**config.mk**
```make
export PLATFORM = sky130hd
export DESIGN_NAME = noc_mapper_receiver
export DESIGN_NICKNAME = d
export VERILOG_FILES = /design/src/rtl/noc_mapper_receiver_pkg.sv /design/src/rtl/noc_mapper_receiver_rx_fifo.sv /design/src/rtl/noc_mapper_receiver.sv
export SDC_FILE = /design/constraint.sdc
export NUM_CORES = 1
export LEC_CHECK = 0
export BUFFER_PORTS_ARGS = -buffer_cell sky130_fd_sc_hd__buf_2
export CAP_MARGIN = 20
export CORE_MARGIN = 2
export CORE_UTILIZATION = 59
export CTS_CLUSTER_DIAMETER = 30
export CTS_CLUSTER_SIZE = 28
export DETAILED_ROUTE_END_ITERATION = 6
export PLACE_DENSITY = 0.86
export SYNTH_ARGS = -nofsm -noshare
export SYNTH_HDL_FRONTEND = slang
export SYNTH_HIERARCHICAL = 1
export SYNTH_SLANG_ARGS = --single-unit
```
**constraint.sdc**
```tcl
create_clock -name clk -period 5.6 [get_ports clk]
set_clock_uncertainty 0.1 [all_clocks]
set_input_delay 0.56 -clock clk [delete_from_list [all_inputs] [get_ports clk]]
set_output_delay 0.56 -clock clk [all_outputs]
set_load 0.02 [all_outputs]
```
**src/rtl/noc_mapper_receiver_pkg.sv**
```systemverilog
// Shared definitions for the mapper-side NoC receiver: flit field layout and packet-state encoding.
// Flit layout is {valid, tail, dest, vc, data}, MSB first, matching the input controller's packing.
package noc_mapper_receiver_pkg;

    typedef enum logic {
        PKT_IDLE = 1'b0,
        PKT_IN   = 1'b1
    } pkt_state_e;

    localparam int FLIT_CTRL_BITS = 2;

    function automatic int flit_width(input int data_w, input int dest_w, input int vc_w);
        return FLIT_CTRL_BITS + data_w + dest_w + vc_w;
    endfunction

    function automatic int flit_valid_bit(input int fw);
        return fw - 1;
    endfunction

    function automatic int flit_tail_bit(input int fw);
        return fw - 2;
    endfunction

    // Occupancy/credit counters must hold the value DEPTH itself.
    function automatic int cnt_bits(input int depth);
        return $clog2(depth + 1);
    endfunction

endpackage

```
**src/rtl/noc_mapper_receiver_rx_fifo.sv**
```systemverilog
// First-word-fall-through FIFO: head is visible the cycle after a push into an empty FIFO.
// The caller gates push on !full || pop; a push+pop on a full FIFO writes into the slot being freed.
module noc_rx_fifo
    import noc_mapper_receiver_pkg::*;
#(
    parameter  int WIDTH = 9,
    parameter  int DEPTH = 8,
    localparam int AW    = $clog2(DEPTH),
    localparam int CW    = cnt_bits(DEPTH)
) (
    input  logic             clk,
    input  logic             rst_n,
    input  logic             push,
    input  logic [WIDTH-1:0] push_dat,
    input  logic             pop,
    output logic [WIDTH-1:0] pop_dat,
    output logic [CW-1:0]    count,
    output logic             full,
    output logic             empty
);

    logic [WIDTH-1:0] mem [DEPTH];
    logic [AW-1:0]    wr_ptr;
    logic [AW-1:0]    rd_ptr;

    assign full    = (count == CW'(DEPTH));
    assign empty   = (count == '0);
    assign pop_dat = mem[rd_ptr];

    always_ff @(posedge clk) begin
        if (push) begin
            mem[wr_ptr] <= push_dat;
        end
    end

    always_ff @(posedge clk or negedge rst_n) begin
        if (!rst_n) begin
            wr_ptr <= '0;
            rd_ptr <= '0;
            count  <= '0;
        end else begin
            if (push) begin
                wr_ptr <= wr_ptr + AW'(1);
            end
            if (pop) begin
                rd_ptr <= rd_ptr + AW'(1);
            end
            count <= count + CW'(push) - CW'(pop);
        end
    end

endmodule

```
**src/rtl/noc_mapper_receiver.sv**
```systemverilog
// Mapper-side NoC endpoint: decodes flits for MY_PORT into a FWFT FIFO (1-cycle latency) and returns one
// credit per popped flit; backpressure is data_ready, credits accumulate while en_credit_out is low.
module noc_mapper_receiver
    import noc_mapper_receiver_pkg::*;
#(
    parameter  int FLIT_DATA_WIDTH = 32,
    parameter  int DEST_BITS       = 2,
    parameter  int VC_BITS         = 1,
    parameter  int MY_PORT         = 1,
    parameter  int DEPTH           = 8,
    localparam int FW              = flit_width(FLIT_DATA_WIDTH, DEST_BITS, VC_BITS)
) (
    input  logic                       clk,
    input  logic                       rst_n,
    input  logic [FW-1:0]              flit_in,
    input  logic                       en_credit_out,
    output logic [VC_BITS:0]           credit_out,
    output logic [FLIT_DATA_WIDTH-1:0] data_out,
    output logic                       data_valid,
    output logic                       data_sop,
    output logic                       data_tail,
    input  logic                       data_ready,
    output logic [15:0]                packet_count,
    output logic                       err_misroute,
    output logic                       err_overflow
);

    localparam int VLD_IDX  = flit_valid_bit(FW);
    localparam int TAIL_IDX = flit_tail_bit(FW);
    localparam int CW       = cnt_bits(DEPTH);

    logic                       flit_vld;
    logic                       flit_tail;
    logic [DEST_BITS-1:0]       flit_dest;
    logic [VC_BITS-1:0]         flit_vc;
    logic [FLIT_DATA_WIDTH-1:0] flit_dat;
    logic                       dest_ok;

    assign flit_vld  = flit_in[VLD_IDX];
    assign flit_tail = flit_in[TAIL_IDX];
    assign flit_dest = flit_in[FW-3 -: DEST_BITS];
    assign flit_vc   = flit_in[FLIT_DATA_WIDTH +: VC_BITS];
    assign flit_dat  = flit_in[FLIT_DATA_WIDTH-1:0];
    assign dest_ok   = (flit_dest == DEST_BITS'(MY_PORT));

    logic                     push;
    logic                     pop;
    logic                     full;
    logic                     empty;
    logic [FLIT_DATA_WIDTH:0] head;
    logic [CW-1:0]            fifo_count;
    logic                     head_tail;

    assign pop       = ~empty & data_ready;
    assign push      = flit_vld & dest_ok & (~full | pop);
    assign head_tail = head[FLIT_DATA_WIDTH];

    noc_rx_fifo #(
        .WIDTH (FLIT_DATA_WIDTH + 1),
        .DEPTH (DEPTH)
    ) u_fifo (
        .clk      (clk),
        .rst_n    (rst_n),
        .push     (push),
        .push_dat ({flit_tail, flit_dat}),
        .pop      (pop),
        .pop_dat  (head),
        .count    (fifo_count),
        .full     (full),
        .empty    (empty)
    );

    // Memory is not reset, so the head is masked while the FIFO is empty.
    assign data_valid = ~empty;
    assign data_out   = empty ? '0 : head[FLIT_DATA_WIDTH-1:0];
    assign data_tail  = ~empty & head_tail;

    always_ff @(posedge clk or negedge rst_n) begin
        if (!rst_n) begin
            err_misroute <= 1'b0;
            err_overflow <= 1'b0;
        end else begin
            err_misroute <= flit_vld & ~dest_ok;
            if (flit_vld & dest_ok & full & ~pop) begin
                err_overflow <= 1'b1;
            end
        end
    end

    logic [CW-1:0] pend_q;
    logic          sent;

    // A pop can be returned in the same cycle it happens, bypassing the pending counter.
    assign sent = en_credit_out & ((pend_q != '0) | pop);

    always_ff @(posedge clk or negedge rst_n) begin
        if (!rst_n) begin
            pend_q     <= '0;
            credit_out <= '0;
        end else begin
            pend_q     <= pend_q + CW'(pop) - CW'(sent);
            credit_out <= {sent, {VC_BITS{1'b0}}};
        end
    end

    pkt_state_e state_q;
    pkt_state_e state_d;

    always_ff @(posedge clk or negedge rst_n) begin
        if (!rst_n) begin
            state_q      <= PKT_IDLE;
            packet_count <= '0;
        end else begin
            state_q <= state_d;
            if (pop & head_tail) begin
                packet_count <= packet_count + 16'd1;
            end
        end
    end

    always_comb begin
        state_d  = state_q;
        data_sop = (state_q == PKT_IDLE);
        if (pop) begin
            state_d = head_tail ? PKT_IDLE : PKT_IN;
        end
    end

    logic unused_bits;
    assign unused_bits = &{1'b0, flit_vc, fifo_count};

endmodule

```
* Word-level counts from Yosys, hierarchy flattened
Memories as Yosys holds them, arrays and structs flattened. Index checks and enable logic that the tools add are counted.
Word-level totals: memory bits (writable) 264, memories 1, register bits after elaboration 34, latch bits 0, input bits 41, memory bits (read-only) 0, output and inout port bits 55, word-level logic and storage cells 41
Memory list:
- u_fifo.mem | depth 8, width 33, rd ports 1, clocked after Yosys merged registers in 0, wr ports 1, RTL line noc_mapper_receiver_rx_fifo.sv:22 | logic [WIDTH-1:0] mem [DEPTH];
Operators by class: bitwise logic cells 16, shift operators 0, multiplexer cells 4, equality and inequality tests 2, reduce and logical (&&, ||, !) cells 2, order comparisons 0, add/sub/neg operators 7, divide/modulo/power cells 0, multipliers 0
Operator list (number):
- 32-bit 2-to-1 mux | 1
- 16-bit by 1-bit adder with 16-bit output (second input constant) | 1
- 1-bit AND | 9
- 4-bit by 1-bit adder with 4-bit output | 2
- 4-bit by 1-bit subtractor with 4-bit output | 2
- 3-bit by 1-bit adder with 3-bit output (second input constant) | 2
- 1-bit inverter | 5
- 4-bit equality test (second input constant) | 1
- 4-bit zero test | 1
- 4-bit nonzero test | 1
- 1-bit 2-to-1 mux | 3
- 2-bit by 1-bit equality test with 1-bit output (second input constant) | 1
- 1-bit bitwise OR | 2

* Logic depth before layout (Yosys ltp)
Gate-level depths: netlist (run 1).
word-level depth 7, depth in mapped cells 14, mapped depth without buffers 14

* By module
Netlist (run 1), hierarchy kept.
Modules (own cells, without submodules):
- noc_rx_fifo | area an instance 10590.2 µm², times used 1, cells an instance 436
- noc_mapper_receiver | area an instance 1376.3 µm², times used 1, cells an instance 137

* Worst setup path before layout (run 1)
OpenSTA, ideal clock, no wires.
path type register to register, start point register u_fifo.count[2], end point memory u_fifo/mem[2][0] (netlist bit) (enable), data required time 5.036 ns, buffers on the path 0, cell stages (with the launch flop) 9, slack 1.129 ns, setup time 0.464 ns, arrival 3.907 ns, cells stage by stage dfrtp_1 inv_1 ha_1 and3_1 inv_1 nand2_1 a21oi_1 nand2_1 nor3_1
On the way: word-level cells in the longest chain between the ends 7
RTL lines:
- start: declaration | RTL line noc_mapper_receiver_rx_fifo.sv:17 | output logic [CW-1:0] count,
- start signal: assignment | RTL line noc_mapper_receiver_rx_fifo.sv:48 | count <= count + CW'(push) - CW'(pop);
- 4-bit zero test | RTL line noc_mapper_receiver_rx_fifo.sv:27 | assign empty = (count == '0);
- named net empty | RTL line noc_mapper_receiver.sv:49 | logic empty;
- 1-bit inverter
- named net data_valid | RTL line noc_mapper_receiver.sv:19 | output logic data_valid,
- 1-bit AND | RTL line noc_mapper_receiver.sv:54 | assign pop = ~empty & data_ready;
- 1-bit bitwise OR | RTL line noc_mapper_receiver.sv:55 | assign push = flit_vld & dest_ok & (~full | pop);
- 1-bit AND | RTL line noc_mapper_receiver.sv:55
- named net push | RTL line noc_mapper_receiver.sv:46 | logic push;
- 1-bit 2-to-1 mux | RTL line noc_mapper_receiver_rx_fifo.sv:31 | if (push) begin
- 1-bit 2-to-1 mux (not written as such) | RTL line noc_mapper_receiver_rx_fifo.sv:32 | mem[wr_ptr] <= push_dat;
- end: declaration | RTL line noc_mapper_receiver_rx_fifo.sv:22
The timed path passes the listed nets, and every way through them passes these cells.

* Worst setup path in the final report (run 1)
start point register u_fifo.count[2], end point memory u_fifo/mem[0][24] (netlist bit) (enable)
On the way: word-level cells in the longest chain between the ends 7
RTL lines (RTL line):
- 4-bit zero test | noc_mapper_receiver_rx_fifo.sv:27
- named net empty | noc_mapper_receiver.sv:49
- 1-bit inverter | noc_mapper_receiver.sv:54
- 1-bit AND | noc_mapper_receiver.sv:54
- 1-bit bitwise OR | noc_mapper_receiver.sv:55
- 1-bit AND | noc_mapper_receiver.sv:55
- named net push | noc_mapper_receiver.sv:46
- 1-bit 2-to-1 mux | noc_mapper_receiver_rx_fifo.sv:31
- 1-bit 2-to-1 mux (not written as such) | noc_mapper_receiver_rx_fifo.sv:32
The timed path passes the listed nets, and every way through them passes these cells.

==> flow_metrics.env, run 1 <==
export IMPL_layout_drive_gt1_share=0.405
export IMPL_fin_tns_setup_ps=0
export IMPL_io_pin_count=96
export IMPL_dpl_hpwl_mm=13.0
export IMPL_drv_slew=0
export IMPL_htree_levels=2
export IMPL_syn_to_final_growth_pct=19.3
export IMPL_clockBufferDepth=3
export IMPL_slew_headroom=0.327
export IMPL_peakVddDrop_mv=0.352
export IMPL_coreArea_um2=20000
export IMPL_initial_core_util=0.597
export IMPL_cts_resized=0
export IMPL_routed_wl_mm=24.4
export IMPL_startpoint="u_fifo/count[2]$_DFF_PN0_"
export IMPL_grt_max_degree=68
export IMPL_met3_usage=0.0513
export IMPL_drt_antenna_violating_nets=0
export IMPL_antenna_found_initial=2
export IMPL_critPathArrivalTime_ps=4220
export IMPL_timing_rr_end="u_fifo/mem[0][24]$_DFFE_PP_"
export IMPL_clock_root_buffer="clkbuf_16"
export IMPL_setup_viol=0
export IMPL_routed_via_density=5.92
export IMPL_post_dp_cell_area_um2=12700
export IMPL_swShare=0.306
export IMPL_syn_nets=630
export IMPL_die_h_um=146
export IMPL_fin_crit_sh=0.742
export IMPL_comb_power_share=0.283
export IMPL_overflow=0
export IMPL_met2_usage=0.412
export IMPL_powerDensity_nw_per_um2=547
export IMPL_diodes=0
export IMPL_cts_hold_fix_buffers=0
export IMPL_yosysWarnings=6
export IMPL_ys_seq_area_frac=0.734
export IMPL_p_total_mw=7.81
export IMPL_post_route_min_period_ps=4160
export IMPL_syn_area_um2=12000
export IMPL_end_kind="register"
export IMPL_syn_inst=573
export IMPL_clock_fmax_ghz=0.241
export IMPL_min_path_type="input port to asynchronous set/reset pin"
export IMPL_cts_sinks=298
export IMPL_crit_fanout=35
export IMPL_crit_end="u_fifo/mem[0][24]$_DFFE_PP_"
export IMPL_busiest_layer="met2"
export IMPL_grt_pass1_vias=6582
export IMPL_wl_per_cell_um=24.2
export IMPL_power_frac_clock=0.350
export IMPL_worstSetupPathType="register to register"
export IMPL_dr_pass1_iters=4
export IMPL_switching_power_mw=2.39
export IMPL_p_seq_frac=0.367
export IMPL_drcViolationCount=0
export IMPL_post_cts_setup_buffer_count=0
export IMPL_syn_avg_cell_area_um2=20.9
export IMPL_insertion_delay_ps=530
export IMPL_gp_congestion=0.742
export IMPL_rrSetupSlack_ps=1440
export IMPL_port_buffers=93
export IMPL_path_clk_slew_ps=50
export IMPL_hold_viol_final=0
export IMPL_die_width_um=146
export IMPL_tightest_slew_ps=1010
export IMPL_start_kind="register"
export IMPL_use_met1=0.294
export IMPL_r2r_start="u_fifo/count[2]$_DFF_PN0_"
export IMPL_drt_iter0_drc=500
export IMPL_synth_seq_cells=298
export IMPL_cap_viol_max_count=0
export IMPL_yosysUniqueCellTypes=34
export IMPL_grt_pass1_wl_mm=37.6
export IMPL_final_nets=759
export IMPL_stdcell_area_um2=14300
export IMPL_rsz0062_at_grt="no"
export IMPL_cts_tree="built"
export IMPL_p_int_mw=5.42
export IMPL_num_rows=52
export IMPL_cts_buffers=46
export IMPL_p_leak_nw=5.13
export IMPL_rr_worst_depth=9
export IMPL_dieArea_um2=21400
export IMPL_critPathRequiredTime_ps=5660
export IMPL_status="complete, no violations"
export IMPL_holdWs_ps=13.0
export IMPL_num_vias=5965
export IMPL_grt_use_total=0.236
==> final cells by class <==
type                       count  area [µm²]
inverter                      22        82.6
clock buffer                  48        1160
tap                          270         338
fill                        1182        5770
sequential                   298        8790
timing repair buffer         104         568
multi-input combinational    230        2990
clock inverter                36         347
==> routing by layer <==
metal	vias to the layer above	routed length, µm
li1	2534	-
met1	3105	9210
met2	263	12800
met3	61	1690
met4	2	630
met5	-	14
==> sequential cells by signal, indices dropped and copies added (netlist names) <==
signal         count
u_fifo/rd_ptr      3
err_misroute       1
u_fifo/wr_ptr      3
u_fifo/mem       264
u_fifo/count       4
pend_q             4
credit_out         1
err_overflow       1
state_q            1
packet_count      16
==> worst min path at each step <==
stage,end,slack (ps)
after floorplan,credit_out[1]$_DFF_PN0_,160
after global placement,packet_count[15]$_DFFE_PN0P_,360
after detailed placement,packet_count[15]$_DFFE_PN0P_,370
after CTS,packet_count[6]$_DFFE_PN0P_,30
after global routing,packet_count[6]$_DFFE_PN0P_,80
final,packet_count[6]$_DFFE_PN0P_,10
==> cell usage after synthesis <==
| master | number | area [µm²] |
|---|---|---|
| a21boi_0 | 2 | 15.0 |
| and2b_2 | 3 | 26.3 |
| edfxtp_1 | 264 | 7930 |
| mux2_2 | 12 | 135 |
| ha_1 | 14 | 175 |
| nand2b_1 | 3 | 18.8 |
| fa_1 | 2 | 40.0 |
| and3_1 | 4 | 25.0 |
| o21bai_1 | 1 | 7.51 |
| mux4_2 | 66 | 1490 |
| dfrtp_1 | 34 | 851 |
| xor2_1 | 6 | 52.6 |
| buf_4 | 1 | 7.51 |
| inv_1 | 22 | 82.6 |
| a21oi_1 | 3 | 15.0 |
| and2_1 | 2 | 12.5 |
| nor2b_1 | 30 | 188 |
| o21ai_0 | 1 | 5.00 |
| clkbuf_1 | 5 | 18.8 |
| nand3_1 | 5 | 25.0 |
| conb_1 | 1 | 3.75 |
| nand3b_4 | 1 | 20.0 |
| xnor2_1 | 17 | 149 |
| nor3_1 | 4 | 20.0 |
| nand4_1 | 6 | 37.5 |
| nor4_4 | 2 | 42.5 |
| buf_2 | 6 | 30.0 |
| nor2_1 | 6 | 22.5 |
| buf_1 | 6 | 22.5 |
| buf_6 | 1 | 11.3 |
| a21o_1 | 2 | 15.0 |
| buf_12 | 4 | 80.1 |
| mux2_4 | 23 | 345 |
| nand2_1 | 14 | 52.6 |
==> logic make-up (layout without fill, tap and decap cells) <==
| family | count (synthesis) | count (layout) | share of synthesized area |
|---|---|---|---|
| AOI/OAI and AO/OA | 9 | 9 | 0.00481 |
| xor gates and xnor gates | 23 | 23 | 0.0168 |
| adders and majority gates | 16 | 16 | 0.0180 |
| buffers and inverters | 45 | 210 | 0.0211 |
| DFF | 298 | 298 | 0.734 |
| muxes | 101 | 101 | 0.164 |
| other | 1 | 1 | 0.000313 |
| and+or+nand+nor | 80 | 80 | 0.0410 |
==> critical path: stages (launching register included) <==
cell and delay [ps]:
dfrtp_1 320, inv_1 60, ha_1 200, and3_2 520, inv_1 200, nand2_1 140
a21oi_1 610, nand2b_1 390, nor3_2 690, buf_4 560
==> cell usage in the layout, fill, tap and decap left out, drive strengths merged <==
cell type,n
edfxtp,264
xor2,6
nor3,4
nand3,5
and2b,3
nand2,14
o21bai,1
xnor2,17
a21oi,3
and2,2
and3,4
mux2,35
fa,2
nor2b,30
a21boi,2
a21o,2
o21ai,1
clkinvlp,12
mux4,66
nand4,6
nor4,2
clkinv,18
inv,24
ha,14
conb,1
dfrtp,34
nand3b,1
nand2b,3
buf,104
nor2,6
bufinv,4
clkbuf,48
==> power groups by stage <==
stage | registers [mW] | clock network, mW | logic, mW
global route | 2.89 | 2.86 | 2.37
finish | 2.86 | 2.73 | 2.21
detailed placement | 2.98 | 0 | 2.09
floorplan | 2.73 | 0 | 1.79
CTS | 2.95 | 2.77 | 2.13
global placement | 2.96 | 0 | 2.01
==> through the flow <==
step	std cells	setup WS (ps)	utilization
finish	1008	1440	0.712
CTS	1007	1470	0.711
global placement	923	1780	0.636
detailed placement	923	1520	0.636
floorplan	573	1130	-
global route	1008	1210	0.712
Power figures use the tool's default switching activity.
==> run 2, diff against run 1 <==
--- a/config.mk
+++ b/config.mk
@@ -5,14 +5,15 @@
 export SDC_FILE = /design/constraint.sdc
 export NUM_CORES = 1
 export LEC_CHECK = 0
+export ABC_AREA = 1
 export BUFFER_PORTS_ARGS = -buffer_cell sky130_fd_sc_hd__buf_2
 export CAP_MARGIN = 20
 export CORE_MARGIN = 2
-export CORE_UTILIZATION = 59
+export CORE_UTILIZATION = 55
 export CTS_CLUSTER_DIAMETER = 30
 export CTS_CLUSTER_SIZE = 28
 export DETAILED_ROUTE_END_ITERATION = 6
-export PLACE_DENSITY = 0.86
+export PLACE_DENSITY = 0.84
 export SYNTH_ARGS = -nofsm -noshare
 export SYNTH_HDL_FRONTEND = slang
 export SYNTH_HIERARCHICAL = 1
==> constraint.sdc (replaced) <==
create_clock -name clk -period 3.35 [get_ports clk]
set_clock_uncertainty 0.1 [all_clocks]
set_input_delay 0.335 -clock clk [delete_from_list [all_inputs] [get_ports clk]]
set_output_delay 0.335 -clock clk [all_outputs]
set_load 0.02 [all_outputs]
==> flow_metrics.env, run 2 <==
export IMPL_num_rows=57
export IMPL_synth_seq_cells=298
export IMPL_grt_pass1_wl_mm=51.4
export IMPL_grt_use_total=0.250
export IMPL_coreArea_um2=24400
export IMPL_ys_seq_area_frac=0.641
export IMPL_rrSetupSlack_ps=640
export IMPL_drt_antenna_violating_nets=0
export IMPL_routed_wl_mm=32.0
export IMPL_dieArea_um2=26200
export IMPL_synth_most_common_cell="nand2_1"
export IMPL_final_nets=1638
export IMPL_yosysTopAreaCell="edfxtp_1"
export IMPL_cpMostUsedCell="nand2_1"
export IMPL_syn_nets=1479
export IMPL_tightest_slew_ps=859
export IMPL_holdWs_ps=36.8
export IMPL_end_kind="primary output"
export IMPL_dpl_hpwl_mm=17.6
export IMPL_clock_root_buffer="clkbuf_16"
export IMPL_cts_tree="built"
export IMPL_synth_top_family_by_area="simple AND/OR/NAND/NOR gates"
export IMPL_overflow=0
export IMPL_setup_ws_ps=299
export IMPL_routed_via_density=5.14
export IMPL_largest_register_ffs=264
export IMPL_grt_max_degree=135
export IMPL_min_path_type="input port to register"
export IMPL_cts_resized=0
export IMPL_peakVddDrop_mv=0.663
export IMPL_gp_congestion=0.836
export IMPL_drcViolationCount=0
export IMPL_grt_pass1_vias=10448
export IMPL_die_h_um=162
export IMPL_rsz0062_at_grt="no"
export IMPL_io_pin_count=96
export IMPL_layout_common_cells="469 x nand2_1, 334 x inv_1, 264 x edfxtp_1"
export IMPL_status="complete, no violations"
export IMPL_port_buffers=93
export IMPL_die_width_um=162
export IMPL_met2_usage=0.440
export IMPL_drt_iter0_drc=869
export IMPL_cts_sinks=298
export IMPL_synth_fa_ha_area_frac=0.0157
export IMPL_yosysUniqueCellTypes=33
export IMPL_cts_hold_fix_buffers=37
export IMPL_synth_ff_type="edfxtp_1"
export IMPL_fin_crit_sh=0.911
export IMPL_final_util=0.692
export IMPL_num_vias=10017
export IMPL_p_leak_nw=8.07
export IMPL_synth_compound_area_frac=0.00366
export IMPL_wl_per_cell_um=16.4
export IMPL_crit_fanout=50
export IMPL_hold_viol_final=0
export IMPL_path_clk_slew_ps=60
export IMPL_clock_fmax_ghz=0.328
export IMPL_antenna_found_initial=0
export IMPL_syn_to_final_growth_pct=23.3
export IMPL_synthMuxAreaShare=0
export IMPL_post_synth_top_area_fraction=0.579
export IMPL_worstSetupPathType="register to primary output"
export IMPL_start_kind="register"
export IMPL_diodes=0
export IMPL_cp_slowest_stage_delay_ps=500
export IMPL_insertion_delay_ps=570
export IMPL_critPathArrivalTime_ps=2620
export IMPL_synth_simple_gate_area_share=0.209
export IMPL_place_ws_ps=728
export IMPL_crit_chain="inv_4 > buf_12 > nand2_1 > nand3_1 > nand2_1 > nand2_1 > nand2_1 > inv_1 > nor2_1 > buf_2"
export IMPL_met3_usage=0.0452
export IMPL_final_common_cell="nand2_1"
export IMPL_powerDensity_nw_per_um2=892
export IMPL_multi_input_area_um2=3360
export IMPL_synth_xor_area_frac=0.0120
export IMPL_clockBufferDepth=3
export IMPL_layout_drive_gt1_share=0.153
export IMPL_fill_cells=1605
export IMPL_htree_levels=2
export IMPL_cts_buffers=55
export IMPL_syn_avg_cell_area_um2=9.63
export IMPL_p_total_mw=15.0
export IMPL_synthTopCellsByCount="469 x nand2_1, 334 x inv_1, 264 x edfxtp_1"
export IMPL_critPathRequiredTime_ps=2910
export IMPL_cp_slowest_cell="dfrtp_4"
export IMPL_setup_viol=0
export IMPL_synthTopCellsByArea="edfxtp_1 58%, nand2_1 13%, inv_1 9.2%"
export IMPL_post_cts_setup_buffer_count=0
export IMPL_regArea_um2=8780
export IMPL_regMostFlops="u_fifo/mem"
export IMPL_dr_pass1_iters=7
export IMPL_drv_slew=0
export IMPL_synth_edf_count=264
export IMPL_busiest_layer="met2"
export IMPL_use_met1=0.299
export IMPL_slew_headroom=0.427
export IMPL_reg_top3="u_fifo/mem x264, packet_count x16"
export IMPL_fin_tns_setup_ps=0
export IMPL_yosysWarnings=6
export IMPL_postSynth_asyncResetShare=0.114
export IMPL_initial_core_util=0.561
export IMPL_cap_viol_max_count=0
export IMPL_syn_area_um2=13700
export IMPL_post_route_min_period_ps=3050
export IMPL_syn_inst=1422
-- run 2: worst paths after layout --
check	to	cells after the start	startpoint
max	data_out[14]	10	u_fifo/rd_ptr[0]$_DFFE_PN0P_
min in group asynchronous	u_fifo/rd_ptr[2]$_DFFE_PN0P_	2	rst_n
max reg2reg	pend_q[1]$_DFF_PN0_	12	u_fifo/count[2]$_DFF_PN0_
min	state_q$_DFFE_PN0P_	3	data_ready
max in group asynchronous	u_fifo/rd_ptr[0]$_DFFE_PN0P_	2	rst_n
min reg2reg	err_overflow$_DFFE_PN0P_	1	err_overflow$_DFFE_PN0P_
-- run 2: layout make-up --
| type | instances | share of cell area |
|---|---|---|
| Inverter | 340 | 0.0761 |
| Multi-Input combinational cell | 729 | 0.199 |
| Clock buffer | 60 | 0.0852 |
| Clock inverter | 41 | 0.0301 |
| Tap cell | 324 | 0.0240 |
| Sequential cell | 298 | 0.521 |
| Timing Repair Buffer | 157 | 0.0645 |
-- run 2: routing by layer --
layer | part of all wire | wire length (µm)
met4 | 0.038 | 1210
met2 | 0.51 | 16500
met3 | 0.075 | 2390
met5 | 0 | 0
met1 | 0.37 | 12000
-- run 2: per-stage QoR --
| step | instances | instance area [µm²] |
|---|---|---|
| after floorplan | 1422 | 13700 |
| after global placement | 1811 | 14600 |
| after detailed placement | 1811 | 14600 |
| after CTS | 1949 | 16900 |
| after global routing | 1949 | 16900 |
| final | 1949 | 16900 |
-- run 2: logic make-up after synthesis --
kind of cell	after synthesis
xor gates and xnor gates	17
DFF	298
adders and majority gates	16
buffers and inverters	395
other	1
and+or+nand+nor	686
AOI/OAI and AO/OA	9
-- run 2: power breakdown --
| part | switching, mW | internal (mW) | total, mW |
|---|---|---|---|
| Clock | 1.93 | 3.76 | 5.69 |
| Sequential | 0.200 | 4.31 | 4.51 |
| Combinational | 3.36 | 1.49 | 4.85 |
| Total | 5.49 | 9.56 | 15.0 |
-- run 2: critical path, delay by kind of cell (launching register included) --
| kind | cells | cell delay [ps] |
|---|---|---|
| buffers and inverters | 4 | 970 |
| flip-flops | 1 | 500 |
| AND/OR/NAND/NOR | 6 | 550 |
==> run 3, diff against run 2 <==
--- a/config.mk
+++ b/config.mk
@@ -5,15 +5,14 @@
 export SDC_FILE = /design/constraint.sdc
 export NUM_CORES = 1
 export LEC_CHECK = 0
-export ABC_AREA = 1
 export BUFFER_PORTS_ARGS = -buffer_cell sky130_fd_sc_hd__buf_2
 export CAP_MARGIN = 20
 export CORE_MARGIN = 2
-export CORE_UTILIZATION = 55
+export CORE_UTILIZATION = 54
 export CTS_CLUSTER_DIAMETER = 30
 export CTS_CLUSTER_SIZE = 28
 export DETAILED_ROUTE_END_ITERATION = 6
-export PLACE_DENSITY = 0.84
+export PLACE_DENSITY = 0.83
 export SYNTH_ARGS = -nofsm -noshare
 export SYNTH_HDL_FRONTEND = slang
 export SYNTH_HIERARCHICAL = 1
==> flow_metrics.env, run 3 (same netlist as run 1, synthesis figures left out) <==
export IMPL_final_util=0.700
export IMPL_largest_register_ffs=264
export IMPL_clock_fmax_ghz=0.310
export IMPL_num_rows=54
export IMPL_p_leak_nw=5.59
export IMPL_initial_core_util=0.550
export IMPL_dieArea_um2=23400
export IMPL_busiest_layer="met2"
export IMPL_peakVddDrop_mv=0.550
export IMPL_drcViolationCount=0
export IMPL_final_common_cell="edfxtp_1"
export IMPL_powerDensity_nw_per_um2=925
export IMPL_final_nets=819
export IMPL_end_kind="primary output"
export IMPL_grt_pass1_vias=6776
export IMPL_placed_cells=948
export IMPL_die_h_um=153
export IMPL_comb_power_share=0.281
export IMPL_critPathBufInv=2
export IMPL_crit_chain="buf_12 > mux4_2 > mux2_2 > nor2b_1 > buf_2"
export IMPL_regMostFlops="u_fifo/mem"
export IMPL_grt_max_degree=38
export IMPL_post_dp_cell_area_um2=12900
export IMPL_worstSetupPathType="register to primary output"
export IMPL_setup_ws_ps=125
export IMPL_critPathTopFamily="multiplexers"
export IMPL_place_ws_ps=555
export IMPL_layout_drive_gt1_share=0.410
export IMPL_tightest_slew_ps=748
export IMPL_gp_congestion=0.765
export IMPL_path_clk_slew_ps=40
export IMPL_syn_to_final_growth_pct=27.2
export IMPL_routed_wl_mm=24.7
export IMPL_met2_usage=0.381
export IMPL_cap_viol_max_count=0
export IMPL_die_width_um=153
export IMPL_overflow=0
export IMPL_critPathArrivalTime_ps=2790
export IMPL_clockBufferDepth=3
export IMPL_met3_usage=0.0491
export IMPL_grt_use_total=0.216
export IMPL_post_cts_setup_buffer_count=0
export IMPL_cp_slowest_stage_delay_ps=690
export IMPL_critPathRequiredTime_ps=2910
export IMPL_port_buffers=93
export IMPL_reg_top3="u_fifo/mem x264, packet_count x16"
export IMPL_insertion_delay_ps=560
export IMPL_cts_tree="built"
export IMPL_slew_headroom=0.502
export IMPL_holdWs_ps=59.0
export IMPL_setup_viol=0
export IMPL_num_vias=6206
export IMPL_swShare=0.300
export IMPL_cts_buffers=55
export IMPL_p_total_mw=14.1
export IMPL_antenna_found_initial=1
export IMPL_status="complete, no violations"
export IMPL_clock_root_buffer="clkbuf_16"
export IMPL_htree_levels=2
export IMPL_cts_resized=0
export IMPL_layout_cells_non_filler=1089
export IMPL_io_pin_count=96
export IMPL_cts_sinks=298
export IMPL_drt_antenna_violating_nets=0
export IMPL_fin_tns_setup_ps=0
export IMPL_dr_pass1_iters=4
export IMPL_dpl_hpwl_mm=13.4
export IMPL_fin_crit_sh=0.963
export IMPL_use_met1=0.265
export IMPL_stdcell_area_um2=15200
export IMPL_routed_via_density=5.70
export IMPL_grt_pass1_wl_mm=38.3
export IMPL_coreArea_um2=21800
export IMPL_cp_slowest_cell="dfrtp_4"
export IMPL_drv_slew=0
export IMPL_min_path_type="input port to register"
export IMPL_p_int_mw=9.86
export IMPL_drt_iter0_drc=372
export IMPL_layout_common_cells="264 x edfxtp_1, 93 x buf_2, 66 x mux4_2"
export IMPL_post_route_min_period_ps=3230
export IMPL_start_kind="register"
export IMPL_wl_per_cell_um=22.6
export IMPL_rsz0062_at_grt="no"
export IMPL_crit_fanout=32
export IMPL_switching_power_mw=4.22
export IMPL_power_frac_clock=0.390
export IMPL_p_seq_frac=0.329
export IMPL_hold_viol_final=0
## run 3: cell count changes in the layout (fill, tap and decap cells not counted), moves of 4 or more
| cell | before | now |
|---|---|---|
| inv_1 | 334 | 22 |
| nor2_4 | 13 | 6 |
| inv_2 | 4 | 0 |
| nand2_1 | 469 | 14 |
| xnor2_1 | 8 | 17 |
| mux4_2 | 0 | 66 |
| nand3_1 | 143 | 5 |
| nor2_1 | 40 | 0 |
| nor2b_1 | 0 | 30 |
| clkbuf_1 | 3 | 7 |
| buf_4 | 23 | 19 |
| nand2_2 | 4 | 0 |
| mux2_4 | 0 | 23 |
| mux2_2 | 0 | 12 |
## run 3: power by group through the flow
stage                     clock [mW]  combinational (mW)  sequential [mW]
after floorplan                    0                3.00             4.57
after global placement             0                3.78             4.67
after detailed placement           0                3.89             4.70
after CTS                       5.57                3.98             4.64
after global routing            5.74                4.24             4.67
final                           5.49                3.95             4.64
## run 3: area by class of cell
cell class	count	area, µm²
repair buffers	155	1100
clock buffers	65	1470
flip-flops and latches	298	8780
clock inverters	38	430
inverters	22	82.6
well taps	280	350
diodes	1	2.50
fillers	1281	6540
multi-input cells	230	3000
## run 3: repair_timing
item,in CTS,in global routing
endpoints found under the hold margin,300,0
setup endpoints to repair,0,0
hold buffers,37,0
## run 3: worst min-delay path, cell delays in order
cell and delay, ps:
buf_2 120, nand3b_4 120, xnor2_1 70
## run 3: final timing paths
kind / from / end / slack [ps] / cells past startpoint
worst max register to register: u_fifo/count[3]$_DFF_PN0_ / pend_q[3]$_DFF_PN0_ / 500 / 14
worst max-delay path: u_fifo/rd_ptr[0]$_DFFE_PN0P_ / data_out[8] / 120 / 5
worst min-delay path: data_ready / packet_count[0]$_DFFE_PN0P_ / 60 / 3
max in group asynchronous: rst_n / u_fifo/rd_ptr[0]$_DFFE_PN0P_ / 2300 / 2
min in group asynchronous: rst_n / u_fifo/wr_ptr[2]$_DFFE_PN0P_ / 310 / 2
worst min register to register: packet_count[15]$_DFFE_PN0P_ / packet_count[15]$_DFFE_PN0P_ / 370 / 1
## run 3: per-layer routing
layer / share of wire / vias up
met5: 0 / -
met1: 0.38 / 3244
met4: 0.021 / 0
met3: 0.064 / 50
met2: 0.53 / 244
li1: - / 2668
